**config.mk**
```make
export PLATFORM = sky130hd
export DESIGN_NAME = lbp_scan_ctrl
export DESIGN_NICKNAME = d
export VERILOG_FILES = /design/src/rtl/lbp_scan_ctrl.sv
export SDC_FILE = /design/constraint.sdc
export NUM_CORES = 1
export LEC_CHECK = 0
export ABC_AREA = 1
export CAP_MARGIN = 10
export CORE_UTILIZATION = 34
export CTS_CLUSTER_DIAMETER = 40
export DETAILED_ROUTE_END_ITERATION = 12
export PLACE_DENSITY = 0.57
export SLEW_MARGIN = 20
export SYNTH_ARGS = -nofsm -noshare
export SYNTH_HDL_FRONTEND = slang
export SYNTH_SLANG_ARGS = --single-unit
```
**constraint.sdc**
```tcl
create_clock -name clk -period 2.45 [get_ports clk]
set_clock_uncertainty 0.1 [all_clocks]
set_input_delay 0.49 -clock clk [delete_from_list [all_inputs] [get_ports clk]]
set_output_delay 0.49 -clock clk [all_outputs]
set_load 0.005 [all_outputs]
```
**src/rtl/lbp_scan_ctrl.sv**
```systemverilog
// lbp_scan_ctrl
//   Sequencing controller for the LBP image pipeline. Scans a W x W image
//   twice: the first pass fetches every RGB pixel and strobes the gray write,
//   the second pass revisits every pixel, fetching a 3x3 window for interior
//   pixels and strobing a zero LBP write for border pixels. Drives only
//   addresses, strobes and status; all outputs are decoded from registered
//   state, so there is no combinational input-to-output path.
//
// Ports
//   clk        rising-edge clock
//   reset      asynchronous active-low reset
//   start      begin a frame (sampled only in IDLE and DONE)
//   rgb_req    RGB fetch request          rgb_addr   RGB pixel address
//   rgb_ready  RGB data valid, completes the request
//   gray_wen   gray write strobe          gray_addr  gray write address
//   win_req    3x3 window fetch request   win_addr   window centre address
//   win_ready  window complete
//   lbp_valid  LBP write strobe           lbp_addr   LBP write address
//   lbp_zero   qualifies lbp_valid: write 0 for a border pixel
//   busy       high outside IDLE and DONE
//   finish     frame complete, held in DONE
module lbp_scan_ctrl #(
  parameter int W  = 128,
  parameter int AW = 14
) (
  input  logic          clk,
  input  logic          reset,
  input  logic          start,
  output logic          rgb_req,
  output logic [AW-1:0] rgb_addr,
  input  logic          rgb_ready,
  output logic          gray_wen,
  output logic [AW-1:0] gray_addr,
  output logic          win_req,
  output logic [AW-1:0] win_addr,
  input  logic          win_ready,
  output logic          lbp_valid,
  output logic [AW-1:0] lbp_addr,
  output logic          lbp_zero,
  output logic          busy,
  output logic          finish
);

  localparam int            RW       = $clog2(W);
  localparam logic [AW-1:0] LAST_PIX = AW'(W * W - 1);
  localparam logic [RW-1:0] LAST_RC  = RW'(W - 1);

  typedef enum logic [2:0] {
    S_IDLE,
    S_GRAY_REQ,
    S_GRAY_WR,
    S_WIN_REQ,
    S_LBP_WR,
    S_DONE
  } state_t;

  state_t        state_q, state_d;
  logic [AW-1:0] cnt_q, cnt_d;
  logic [RW-1:0] row_q, row_d;
  logic [RW-1:0] col_q, col_d;
  logic [RW-1:0] row_nx, col_nx;
  logic          last_pix;
  logic          border_cur;
  logic          border_nx;

  function automatic logic is_border(input logic [RW-1:0] r, input logic [RW-1:0] c);
    return (r == '0) || (r == LAST_RC) || (c == '0) || (c == LAST_RC);
  endfunction

  // Row/col of the pixel after cnt; cnt itself is the linear address, so
  // row*W+col never needs a multiplier.
  always_comb begin
    if (col_q == LAST_RC) begin
      col_nx = '0;
      row_nx = row_q + RW'(1);
    end else begin
      col_nx = col_q + RW'(1);
      row_nx = row_q;
    end
  end

  assign last_pix   = (cnt_q == LAST_PIX);
  assign border_cur = is_border(row_q, col_q);
  assign border_nx  = is_border(row_nx, col_nx);

  always_comb begin
    state_d = state_q;
    cnt_d   = cnt_q;
    row_d   = row_q;
    col_d   = col_q;
    case (state_q)
      S_IDLE, S_DONE: begin
        if (start) begin
          state_d = S_GRAY_REQ;
          cnt_d   = '0;
          row_d   = '0;
          col_d   = '0;
        end
      end
      S_GRAY_REQ: begin
        if (rgb_ready) state_d = S_GRAY_WR;
      end
      S_GRAY_WR: begin
        if (last_pix) begin
          // Pixel 0 is always a border pixel: go straight to its LBP write.
          state_d = S_LBP_WR;
          cnt_d   = '0;
          row_d   = '0;
          col_d   = '0;
        end else begin
          state_d = S_GRAY_REQ;
          cnt_d   = cnt_q + AW'(1);
          row_d   = row_nx;
          col_d   = col_nx;
        end
      end
      S_WIN_REQ: begin
        if (win_ready) state_d = S_LBP_WR;
      end
      S_LBP_WR: begin
        if (last_pix) begin
          state_d = S_DONE;
        end else begin
          state_d = border_nx ? S_LBP_WR : S_WIN_REQ;
          cnt_d   = cnt_q + AW'(1);
          row_d   = row_nx;
          col_d   = col_nx;
        end
      end
      default: state_d = S_IDLE;
    endcase
  end

  always_ff @(posedge clk or negedge reset) begin
    if (!reset) begin
      state_q <= S_IDLE;
      cnt_q   <= '0;
      row_q   <= '0;
      col_q   <= '0;
    end else begin
      state_q <= state_d;
      cnt_q   <= cnt_d;
      row_q   <= row_d;
      col_q   <= col_d;
    end
  end

  // Addresses are forced to zero whenever their strobe is low.
  always_comb begin
    rgb_req   = 1'b0;
    rgb_addr  = '0;
    gray_wen  = 1'b0;
    gray_addr = '0;
    win_req   = 1'b0;
    win_addr  = '0;
    lbp_valid = 1'b0;
    lbp_addr  = '0;
    lbp_zero  = 1'b0;
    busy      = 1'b0;
    finish    = 1'b0;
    case (state_q)
      S_GRAY_REQ: begin
        rgb_req  = 1'b1;
        rgb_addr = cnt_q;
        busy     = 1'b1;
      end
      S_GRAY_WR: begin
        gray_wen  = 1'b1;
        gray_addr = cnt_q;
        busy      = 1'b1;
      end
      S_WIN_REQ: begin
        win_req  = 1'b1;
        win_addr = cnt_q;
        busy     = 1'b1;
      end
      S_LBP_WR: begin
        lbp_valid = 1'b1;
        lbp_addr  = cnt_q;
        lbp_zero  = border_cur;
        busy      = 1'b1;
      end
      S_DONE:  finish = 1'b1;
      default: ;
    endcase
  end

endmodule

```
# == After elaboration in Yosys (flattened, before gate mapping) ==
# Cells that the tools add are included.
# totals
reg_bits,31
in_bits,5
output_inout_bits,63
elab_cells,68
# classes
addsub,3
eq_ne,14
muxes,31
reduce_logical,16
# op_table
cell,n
2-to-1 mux 14 bit,7
2-to-1 mux 7 bit,7
case mux 14 bit (3 select lines),1
case mux 7 bit (3 select lines),2
"== test 7 bit, second input constant",4
logical NOT 7 bit,4
2-to-1 mux 3 bit,6
case mux 3 bit (5 select lines),1
"adder 14 x 1 -> 14 bit, second input constant",1
"adder 7 x 1 -> 7 bit, second input constant",2
"== test 14 bit, second input constant",1
"inequality test 2 bit, second input constant",4
2-to-1 mux 1 bit,7
"== test 3 x 2 -> 1 bit, second input constant",2
"== test 3 bit, second input constant",2
logical OR 1 bit,6
AND reduction 3 bit,2
OR reduction 4 bit,1
"== test 3 x 1 -> 1 bit, second input constant",1
logical NOT 3 bit,1
nonzero test 3 bit,1
OR reduction 2 bit,1

# == Logic depth before layout (Yosys ltp) ==
# depth
ltp_word,9
ltp_mapped,16
ltp_nobuf,16

# == Worst setup path after synthesis ==
# OpenSTA, ideal clock, no wires.
# synth_path
path_kind,register -> output
from,register state_q[2]
to,output gray_addr[10]
t_arrival_ps,1374
required_ps,1860
setup_slack_ps,486
path_stages_with_launch,6
n_path_buf,2
cell_sequence,dfrtp_1 buf_2 nor3_2 inv_1 clkbuf_1 nor2_1
# synth_via
elab_chain_len,2
# synth_rtl
element,line,text
from (decl),57,"state_t state_q, state_d;"
from (signal assigned),141,state_q <= state_d;
== test 3 x 2 -> 1 bit,161,case (state_q)
2-to-1 mux 14 bit,161,
to (decl),33,"output logic [AW-1:0] gray_addr,"
# Every way passes these cells.

# == Worst setup path after layout ==
# layout_path
from,register state_q[2]
to,output gray_addr[5]
# Same word-level chain as after synthesis.

==> impl_results.md <==
* Starting Density at 35.5%
* Total power at 2.25 mW
* Highest routed layer: met4
* Worst hold path class: register to register
* Slowest library cell on the worst path: clkdlybuf4s50_1
* Fmax at 413 MHz
* # clock sinks at 31
* Switching fraction of total power at 43.9%
* EDFF count, synth at 0
* Antenna violations before repair at 0
* Peak VDD IR at 0.000688 V
* Ranking of synthesized cells by area: dfrtp_1 (32%), nor2_1 (13%), nand2_1 (12%), inv_1 (7.1%), nand3_1 (4.7%)
* Cell area after synthesis at 0.00244 mm^2
* ANT nets after route at 0
* Combinational power share at 52.7%
* Share of the synthesized area in the top cell type at 31.8%
* Synth async-reset ratio at 100%
* Internal at 1.26 mW
* Chip width at 86.7 um
* Setup violations, final at 0
* Htree depth at 2
* Final GP Congestion at 0.870
* Cells after synthesis at 371
* # diodes at 0
* Wirelength per Cell at 13.8 um
* Final critical-path share of the clock period at 98.9%
* CP Launch Type: register
* Core region area at 0.00687 mm^2
* Root buffer cell: clkbuf_8
* Switching pwr at 0.986 mW
* Die area at 0.00752 mm^2
* Clk buf depth at 2
* Metal2 WL at 3.68 mm
* Post-route cell area at 0.00361 mm^2
* Clock power frac at 20.6%
* Critical Path, Cell by Cell: buf_6 -> nor3_4 -> inv_4 -> nor2_1 -> clkdlybuf4s50_1
* CP Data Required Time at 1.86 ns
* Vias in the first global route at 2509
* Slew Limit Fails at 0
* Critical R2R Launch: col_q[0]
* Drc violations at 0
* Min-delay src: cnt_q[12]
* Max_cap viols at 0
* R2R setup slack at 0.25 ns
* Cell with the most instances after synthesis: nor2_1
* CTS Buf Count at 5
* Fin nets at 468
* Crit Path Class: register to output pin
* WHS at 0.442 ns
* Arrival @ worst endpoint at 1.83 ns
* Register area share after synthesis at 31.8%
* Pwr dens at 622 mW/mm^2
* GR Overflow Total at 0
* Pleak at 2.20 nW
* First-pass GRT wire length at 12.5 mm
* Detail Placement HPWL at 5.41 mm
* Utilization after layout at 52.6%
* Outcome: finished clean
* Post-Layout Cell Count at 554
* Cts hold-fix bufs at 0
* I/O Pins at 68
* Seq cells post-synth at 31
* Gr usage total at 21.5%
* Post-place instance area at 0.00325 mm^2
* Slew margin rel. at 69.7%
* Worst-skew pair later-pin latency at 0.28 ns
* Syn Nets at 382
* Die Height at 86.7 um
* Slowest stage delay, CP at 0.52 ns
* Part of the power in registers at 26.7%
* WL met1 at 3.61 mm
* Top post-synthesis cells by count: nor2_1 (84), nand2_1 (75), inv_1 (46)
* Cells on worst reg2reg path at 15
* Yosys warning count at 0
* Hold EP: cnt_q[12]
* Worst-path clk slew at 0.07 ns
* Hold depth at 2
* Top FF cell, synth: dfrtp_1
* Unrepaired setup endpoints after global routing: yes
* Crit end category: output pin
* Syn Area/Cell at 6.58 um^2
* Pin count of the biggest net entering global routing at 32
* Vias per inst at 4.90
* First-pass DRT Iterations at 4
* FP Rows at 30
* Crit-path max FO at 16
* Distinct cell type count of the synthesized netlist at 35
* Layout cells sized above 1 at 15.1%
* WL final at 7.66 mm
* R2R Path End: state_q[2]
* Endpoints failing hold at 0
* Buffers on Ports at 67
* Met3 routed WL at 304 um
* Synth area leader: dfrtp_1
* Dpl cells at 536
* CTS tree: built
* Routed vias at 2714
* Initial DRC count at 131
* Actual slew at the worst max-slew pin at 0.452 ns
* Worst Setup SP: state_q[2]
* Syn-to-layout area delta at 48.0%
* Minimum clock period at 2.42 ns
-- worst max-delay path, delay by kind of cell, from the launching register on --
kind | cells | cell delay (ns)
simple gates | 2 | 0.33
flops | 1 | 0.42
buf+inv | 3 | 0.80
-- cell type report --
| type | count | area, um^2 |
|---|---|---|
| repair buffers | 90 | 973 |
| fillers | 668 | 3260 |
| multi-input cells | 280 | 1450 |
| well taps | 96 | 120 |
| inverters | 49 | 190 |
| flip-flops and latches | 31 | 777 |
| clock buffers | 8 | 100 |
-- flip-flops by register name, summed over array words and instances (netlist names) --
name     flops
cnt_q       14
state_q      3
row_q        7
col_q        7
-- stage by stage --
stage	worst slack, ns	setup TNS [ns]
detailed placement	0.129	0
CTS	0.00558	0
global route	-0.0753	-0.696
finish	0.0261	0
global placement	0.131	0
floorplan	0.486	0
-- layer usage --
metal  vias up  GRT usage, %
met5         -             0
met4         0          6.21
met3         7          3.43
met2        72          34.3
met1      1272          30.0
li1       1363             -
-- logic make-up (layout without fill, tap and decap cells) --
group / Yosys count / count (layout) / synth area share, %
DFF: 31 / 31 / 31.8
buffers and inverters: 60 / 147 / 10.9
and+or+nand+nor: 225 / 225 / 41.1
adders and majority gates: 6 / 6 / 3.08
xor gates and xnor gates: 5 / 5 / 1.80
AOI/OAI and AO/OA: 44 / 44 / 11.3
-- power by group through the flow --
stage / clock (mW) / sequential (mW) / combinational (mW)
global route: 0.504 / 0.605 / 1.32
floorplan: 0 / 0.606 / 0.673
finish: 0.462 / 0.599 / 1.18
CTS: 0.477 / 0.602 / 1.11
detailed placement: 0 / 0.611 / 1.01
global placement: 0 / 0.611 / 1.01
-- cell usage in the layout, fill, tap and decap left out, drive strengths merged --
master,instances
nor2,89
nand2,83
inv,48
dlymetal6s2s,40
dfrtp,31
nand3,26
clkdlybuf4s50,23
buf,23
o21ai,20
nor3,12
nand4,10
o22ai,10
a21oi,9
clkbuf,8
ha,6
dlygate4sd2,4
xor2,3
xnor2,2
nand3b,2
and3,2
clkinv,1
a41oi,1
o31ai,1
a31oi,1
nor4,1
o211ai,1
o21bai,1
-- worst max-delay path by stage --
stage,slack (ns),cells past startpoint,end
6_report,0.03,5,gray_addr[5]
3_5_place_dp,0.13,6,lbp_zero
4_1_cts,0.006,6,win_addr[1]
3_3_place_gp,0.13,6,lbp_zero
5_1_grt,-0.08,5,gray_addr[12]
2_1_floorplan,0.49,5,gray_addr[10]
-- repair_timing --
| action | 4_1_cts | 5_1_grt |
|---|---|---|
| pin swaps | 1 | 3 |
| endpoints found under the setup margin | 57 | 71 |
| resized for setup | 24 | 50 |
| setup buffers | 6 | 4 |
| gates cloned | 0 | 0 |
Power figures use the tool's default switching activity.
